File: src/rtl/mem_arb_pkg.sv
// Shared types and default geometry for the memory port arbiter.
package mem_arb_pkg;

   localparam int unsigned AW      = 14;
   localparam int unsigned DW      = 10;
   localparam int unsigned ROM_BIT = 13;

   typedef enum logic [1:0] {
      IDLE    = 2'd0,
      ISSUE   = 2'd1,
      CAPTURE = 2'd2,
      RESP    = 2'd3
   } state_e;

endpackage

File: src/rtl/rr_picker.sv
// Combinational round-robin selector: first eligible requester after 'last'.
module rr_picker #(
   parameter int unsigned NREQ = 2,
   parameter int unsigned IW   = 1
) (
   input  logic [NREQ-1:0] elig,
   input  logic [IW-1:0]   last,
   output logic [NREQ-1:0] win_oh_c,
   output logic [IW-1:0]   win_idx_c,
   output logic            valid_c
);

   // Walk from farthest to nearest so the nearest eligible requester wins.
   always_comb begin
      win_oh_c  = '0;
      win_idx_c = '0;
      valid_c   = 1'b0;
      for (int unsigned i = NREQ; i >= 1; i--) begin
         if (elig[(32'(last) + i) % NREQ]) begin
            win_oh_c                         = '0;
            win_oh_c[(32'(last) + i) % NREQ] = 1'b1;
            win_idx_c                        = IW'((32'(last) + i) % NREQ);
            valid_c                          = 1'b1;
         end
      end
   end

endmodule

File: src/rtl/mem_port_arbiter.sv
// Round-robin arbiter sharing one RAM+ROM port between NREQ requesters;
// every access runs issue/capture/respond and ROM writes are dropped.
module mem_port_arbiter #(
   parameter int unsigned NREQ = 2,
   parameter int unsigned AW   = mem_arb_pkg::AW,
   parameter int unsigned DW   = mem_arb_pkg::DW
) (
   input  logic              clk,
   input  logic              rst_n,
   input  logic [NREQ-1:0]   req,
   input  logic [NREQ-1:0]   we,
   input  logic [NREQ*AW-1:0] addr,
   input  logic [NREQ*DW-1:0] wdata,
   output logic [NREQ-1:0]   gnt,
   output logic [NREQ-1:0]   done,
   output logic [DW-1:0]     rdata,
   output logic              err,
   output logic              busy,
   output logic [AW-1:0]     mem_addr,
   output logic [DW-1:0]     mem_indata,
   output logic              mem_write,
   output logic              mem_read,
   input  logic [DW-1:0]     mem_outdata
);

   import mem_arb_pkg::state_e, mem_arb_pkg::IDLE, mem_arb_pkg::ISSUE,
          mem_arb_pkg::CAPTURE, mem_arb_pkg::RESP;

   localparam int unsigned IW = (NREQ > 1) ? $clog2(NREQ) : 1;

   state_e          state;
   logic [IW-1:0]   last;
   logic [NREQ-1:0] win_oh;
   logic            lat_we;

   logic [NREQ-1:0] elig_c;
   logic [NREQ-1:0] pick_oh_c;
   logic [IW-1:0]   pick_idx_c;
   logic            pick_valid_c;
   logic [AW-1:0]   sel_addr_c;
   logic [DW-1:0]   sel_wdata_c;
   logic            sel_we_c;

   // A requester still showing done this cycle is not re-granted.
   assign elig_c      = req & ~done;
   assign sel_addr_c  = addr[32'(pick_idx_c)*AW +: AW];
   assign sel_wdata_c = wdata[32'(pick_idx_c)*DW +: DW];
   assign sel_we_c    = we[pick_idx_c];

   rr_picker #(
      .NREQ (NREQ),
      .IW   (IW)
   ) u_picker (
      .elig      (elig_c),
      .last      (last),
      .win_oh_c  (pick_oh_c),
      .win_idx_c (pick_idx_c),
      .valid_c   (pick_valid_c)
   );

   // Sequencer; memory controls come only from registers, never from req.
   always_ff @(posedge clk or negedge rst_n) begin
      if (!rst_n) begin
         state      <= IDLE;
         last       <= IW'(NREQ - 1);
         win_oh     <= '0;
         lat_we     <= 1'b0;
         gnt        <= '0;
         done       <= '0;
         rdata      <= '0;
         err        <= 1'b0;
         busy       <= 1'b0;
         mem_addr   <= '0;
         mem_indata <= '0;
         mem_write  <= 1'b0;
         mem_read   <= 1'b0;
      end else begin
         gnt       <= '0;
         done      <= '0;
         err       <= 1'b0;
         mem_write <= 1'b0;
         mem_read  <= 1'b0;
         case (state)
            IDLE: begin
               if (pick_valid_c) begin
                  state      <= ISSUE;
                  busy       <= 1'b1;
                  last       <= pick_idx_c;
                  win_oh     <= pick_oh_c;
                  lat_we     <= sel_we_c;
                  mem_addr   <= sel_addr_c;
                  mem_indata <= sel_wdata_c;
                  gnt        <= pick_oh_c;
                  mem_read   <= ~sel_we_c;
                  mem_write  <= sel_we_c & ~sel_addr_c[AW-1];
               end
            end
            ISSUE: begin
               state <= CAPTURE;
            end
            CAPTURE: begin
               state <= RESP;
               rdata <= mem_outdata;
               err   <= lat_we & mem_addr[AW-1];
               done  <= win_oh;
            end
            RESP: begin
               state <= IDLE;
               busy  <= 1'b0;
            end
            default: begin
               state <= IDLE;
               busy  <= 1'b0;
            end
         endcase
      end
   end

endmodule

File: config.mk
export PLATFORM = sky130hd
export DESIGN_NAME = mem_port_arbiter
export DESIGN_NICKNAME = d
export VERILOG_FILES = /design/src/rtl/mem_arb_pkg.sv /design/src/rtl/rr_picker.sv /design/src/rtl/mem_port_arbiter.sv
export SDC_FILE = /design/constraint.sdc
export NUM_CORES = 1
export LEC_CHECK = 0
export CORE_MARGIN = 5
export CORE_UTILIZATION = 40
export DETAILED_ROUTE_END_ITERATION = 10
export PLACE_DENSITY = 0.81
export SETUP_SLACK_MARGIN = 0.15
export SYNTH_ARGS = -nofsm -noshare
export SYNTH_HDL_FRONTEND = slang
export SYNTH_SLANG_ARGS = --single-unit
File: constraint.sdc
create_clock -name clk -period 1.5 [get_ports clk]
set_clock_uncertainty 0.2 [all_clocks]
set_input_delay 0.45 -clock clk [delete_from_list [all_inputs] [get_ports clk]]
set_output_delay 0.45 -clock clk [all_outputs]
set_load 0.05 [all_outputs]
==> results.ini, run 1 <==
[status]
outcome = finished with violations
violations = setup timing

[sta]
period_needed_ns = 1.675
fin_ws_ns = -0.1746
drv_slew = 0
rsz0062_at_grt = true
hold_viol_final = 0
tightest_slew_ns = 0.3624
max_freq_ghz = 0.5972
slew_headroom_pct = 75.59
finalCritPeriodShare_pct = 111.6
finalSetupViolCount = 88

[synth]
syn_nets = 306
synth_top_area_share_pct = 42.79
ys_types = 39
synth_area_leaders = dfrtp_1, a221oi_2, and3b_1
yosys.area.top_type = dfrtp_1
synth_ff_type = dfrtp_1
synth_area_per_cell_um2 = 11.50
ys_seq_elements = 48
synth_most_common_cell = dfrtp_1
netlist_instances = 239
synth_commonest_cells = dfrtp_1, inv_1, and3b_1, o21ai_0, a221oi_2
synth_edf_count = 0
async_flop_share_pct = 100.0
ys_warn_count = 0
ys_seq_area_share_pct = 43.74
syn_area_um2 = 2749

[worst_setup_path]
cp_slowest_cell = dfrtp_1
start_kind = register
path_cells = inv_2, ha_4, buf_6, buf_6, nand3_4, mux2_4
path_buf_inv = 3
required_ns = 1.50
slowest_delay_ns = 0.41
end_kind = register
cpLargestDelayFamily = flip-flops
cp.arrival_ns = 1.67
cp_common_cell = buf_6
path_max_fanout = 4
critical_path_class = reg -> reg

[cells_and_area]
drive_above_1_share_pct = 50.00
fin_nets = 466
instances_no_fill = 480
diodes = 0
syn_to_final_growth_pct = 96.77

[clock_network]
cts_tree = built
cts_sinks = 48
cts_root_buffer = clkbuf_8
cts_buffer_depth = 2
cts.clk_slew.worst_paths_ns = 0.10
clock_latency_ns = 0.31
cts_made_buffers = 5
h-tree-depth = 2

[floorplan]
pin_count = 106
die_x_um = 92.90
die_y_um = 92.90
die-area_um2 = 8630
core_area_um2 = 6756
rows = 30
initial_core_util_pct = 40.69

[pwr]
vdd_drop_max_uv = 1644
power_density_nw_per_um2 = 2459
p_leak_nw = 2.444

[placed_design]
portBuffers = 105
place_ws_ns = -0.5811
place_hpwl_um = 6033
dp_cells = 431
routabilityCongestion = 0.8115

[global_route]
grt_max_degree = 49
antenna_found_initial = 0
grt_first_pass_wirelength_um = 15260
grt_pass1_vias = 2781
track_usage_pct = 22.96
overflow = 0

[detailed_routing]
wire_per_inst_um = 21.64
vias = 2677
drc_errors = 0
vias_per_cell = 5.577
ant_nets = 0
first_pass_iters = 4
wirelength_um = 10390
drt-initial-drc-count = 90

[flow_run]
max_cap_viol_count = 0

[worst_hold_path]
hold_path.class = reg -> reg

-- worst reg2reg max path: stages (launching register included) --
cell and delay (ns):
dfrtp_1 0.41, inv_2 0.12, ha_4 0.22, buf_6 0.11, buf_6 0.09, nand3_4 0.08, mux2_4 0.33
-- where the power goes --
| group | total [mW] | switching, mW | internal (mW) |
|---|---|---|---|
| Clock | 1.01 | 0.468 | 0.546 |
| Sequential | 2.63 | 0.691 | 1.94 |
| Combinational | 9.65 | 4.59 | 5.06 |
| Total | 13.3 | 5.75 | 7.55 |
-- state kept, by name, summed over array words and instances (netlist names) --
register	count
done	2
busy	1
last	1
rdata	10
gnt	2
state	2
mem_write	1
mem_read	1
mem_addr	14
win_oh	2
err	1
mem_indata	10
lat_we	1
-- cells by family (layout without fill, tap and decap cells) --
logic type      count (synthesis)  count (layout)  synth area share, %
compound gates                 84              84                28.22
buf+inv                        53             214                9.649
flops                          48              48                43.74
simple gates                   40              40                12.38
mux                            11              11                4.643
fa+ha+maj                       3               3                1.366
-- layout by cell type (no fill, tap or decap), drive strengths merged, types with 2 or more instances in the layout --
master	n
clkdlybuf4s50	60
nor2b	3
o21ai	26
mux2	11
inv	29
and2	3
dfrtp	47
clkbuf	7
a21o	2
ha	3
a22oi	25
buf	113
nand2b	2
a221oi	24
and3b	25
nand3b	2
-- layer usage --
layer	part of all wire, %	global-route usage (%)
met1	38	27.02
met4	4.1	7.570
met2	52	40.91
met5	0	0
met3	6.4	5.361
-- what timing repair did --
| item | in CTS | in global routing |
|---|---|---|
| setup buffers | 23 | 11 |
| hold buffers | 1 | 0 |
| hold endpoints to repair | 47 | 0 |
| endpoints found under the setup margin | 87 | 90 |
| gates resized for setup | 48 | 28 |
| cloned | 5 | 1 |
| pin swaps | 24 | 25 |
-- path summary, 6_finish.rpt --
path | startpoint | to | slack, ns | cells past startpoint
worst max-delay path | state[0] | state[1] | -0.17 | 6
max in group asynchronous | rst_n | last | 0.34 | 3
worst max register to register | state[0] | state[1] | -0.17 | 6
min in group asynchronous | rst_n | mem_addr[7] | 0.47 | 3
worst min-delay path | win_oh[1] | win_oh[1] | 0.33 | 1
worst min register to register | win_oh[1] | win_oh[1] | 0.33 | 1
-- final cells by class --
cell class / instances / area [um^2]
clock buffers: 6 / 82.58
inverters: 29 / 116.4
multi-input cells: 138 / 1575
well taps: 80 / 100.1
fillers: 341 / 1348
flip-flops and latches: 48 / 1205
clock inverters: 2 / 38.79
repair buffers: 177 / 2291
-- per-stage QoR --
stage	utilization (%)	hold slack, ns	total power, mW	setup TNS [ns]	area, um^2
after detailed placement	67.56	0.2593	10.23	-18.68	4564
after CTS	76.22	0.3378	12.47	-4.560	5150
after floorplan	-	-0.04559	6.736	-3.389	2902
final	80.06	0.3301	13.30	-7.151	5409
after global placement	67.56	0.2542	10.03	-17.53	4564
after global routing	80.06	0.3505	13.81	-9.750	5409
(Power assumes the default switching activity.)
==> inputs of run 2 (changes only) <==
Settings changed: CTS_CLUSTER_SIZE set to 28, REMOVE_ABC_BUFFERS set to 1.
==> run 2 against run 1 <==
  * Maximum frequency shrank 0.83%
  * Register-to-register slack is essentially flat
  * Cell count shrank 3.8%
  * Worst setup slack lost 0.014 ns
  * Sequential share of layout area grew 0.46 points
  * Total power shrank 3.6%
  * Worst hold slack gained 0.014 ns
  * The flow still finishes with violations (setup timing)
  * Design area shrank 1.9%
==> results.ini, run 2 (same netlist as run 1, synthesis figures left out) <==
[floorplan]
initial_core_util_pct = 40.69
die_x_um = 92.90
die_y_um = 92.90
pin_count = 106
die-area_um2 = 8630
rows = 30
core_area_um2 = 6756

[sta]
drv_slew = 0
tightest_slew_ns = 0.2826
finalSetupViolCount = 83
max_freq_ghz = 0.5922
finalSetupTns_ns = -7.426
holdWs_ns = 0.3444
period_needed_ns = 1.689
hold_viol_final = 0
rsz0062_at_grt = true
slew_headroom_pct = 81.16
fin_ws_ns = -0.1886
finalCritPeriodShare_pct = 112.6

[cells_and_area]
post-route-cell-area_um2 = 5304
reg_top3 = mem_addr: 14 flops, mem_indata: 10 flops, rdata: 10 flops
final_core_util_pct = 78.50
final_common_cell = clkdlybuf4s50_1
top_register = mem_addr
fillers = 379
final_cell_mix = clkdlybuf4s50_1, buf_12, dfrtp_1
syn_to_final_growth_pct = 92.95
diodes = 0
largest_reg_flops = 14
drive_above_1_share_pct = 46.86
fin_nets = 448

[global_route]
grt_first_pass_wirelength_um = 15250
grt_max_degree = 26
antenna_found_initial = 0
track_usage_pct = 22.64
overflow = 0
grt_pass1_vias = 2875

[clock_network]
cts_buffer_depth = 2
cts.clk_slew.worst_paths_ns = 0.09
cts_tree = built
cts_root_buffer = clkbuf_8
clock_latency_ns = 0.30
h-tree-depth = 2
cts_sinks = 48
cts_made_buffers = 5

[detailed_routing]
first_pass_iters = 4
drc_errors = 0
vias = 2641
drt-initial-drc-count = 158
wirelength_um = 10370
vias_per_cell = 5.716
wire_per_inst_um = 22.44
ant_nets = 0

[worst_setup_path]
path_max_fanout = 7
required_ns = 1.48
cp.arrival_ns = 1.67
reg2reg_slack_ns = -0.19
start_kind = register
end_kind = register
critical_path_class = reg -> reg

[placed_design]
place_hpwl_um = 5855
placed_area_um2 = 4492
routabilityCongestion = 0.8241
portBuffers = 105

[pwr]
power_density_nw_per_um2 = 2417
vdd_drop_max_uv = 1866
power.switching_mw = 5.593
combPwrFrac_pct = 72.9
seqPwrFrac_pct = 20.6
p_int_mw = 7.229
p_leak_nw = 2.391
p_total_mw = 12.82
p_clk_share_pct = 6.5
p_sw_share_pct = 43.62

[status]
outcome = finished with violations
violations = setup timing

[worst_hold_path]
hold_path.class = reg -> reg

[flow_run]
max_cap_viol_count = 0

-- run 2: stage by stage --
| stage | setup slack (ns) | std cells |
|---|---|---|
| after floorplan | -1.645 | 215 |
| after detailed placement | -0.6009 | 426 |
| after global routing | -0.2442 | 462 |
| after CTS | -0.1664 | 454 |
| after global placement | -0.5253 | 426 |
| final | -0.1886 | 462 |
-- run 2: final timing paths --
check	from	end	cells after the start
worst max register to register	done[1]	mem_indata[8]	5
worst min register to register	win_oh[1]	win_oh[1]	1
worst max-delay path	done[1]	mem_indata[8]	5
max in group asynchronous	rst_n	done[0]	3
min in group asynchronous	rst_n	mem_addr[8]	2
worst min-delay path	win_oh[1]	win_oh[1]	1
-- run 2: metal layers --
| layer | GRT usage [%] | up-vias | part of all wire, % |
|---|---|---|---|
| met3 | 8.123 | 20 | 9.1 |
| met5 | 0 | - | 0 |
| li1 | - | 1172 | - |
| met4 | 5.495 | 0 | 2.2 |
| met2 | 37.85 | 134 | 50 |
| met1 | 27.79 | 1315 | 39 |
-- run 2: power groups by stage --
stage	Clock [mW]	Sequential (mW)	Combinational, mW
6_report	0.828	2.64	9.35
5_1_grt	0.915	2.71	9.73
4_1_cts	0.855	2.59	8.62
3_5_place_dp	0	2.60	7.53
3_3_place_gp	0	2.56	7.39
2_1_floorplan	0	4.18	2.00
-- run 2: cell type report --
type,count,area (um^2),share of cell area (%)
flip-flops and latches,48,1206,22.74
clock inverters,1,7.507,0.1415
multi-input cells,138,1528,28.80
clock buffers,7,86.33,1.628
well taps,80,100.1,1.887
inverters,29,111.4,2.100
repair buffers,159,2265,42.70
-- run 2: what timing repair did --
action                                  4_1_cts  5_1_grt
hold endpoints to repair                     12        0
resized for setup                            59       34
setup buffers                                14        5
pin swaps                                    10        9
gates cloned                                  5        3
endpoints found under the setup margin       90       92
hold buffers                                  1        0
-- run 2: worst max-delay path, cell delays in order, from the launching register on --
cell and delay [ns]:
dfrtp_1 0.43, buf_6 0.14, nand2b_4 0.22, clkbuf_16 0.21
a221oi_2 0.25, a22oi_1 0.11
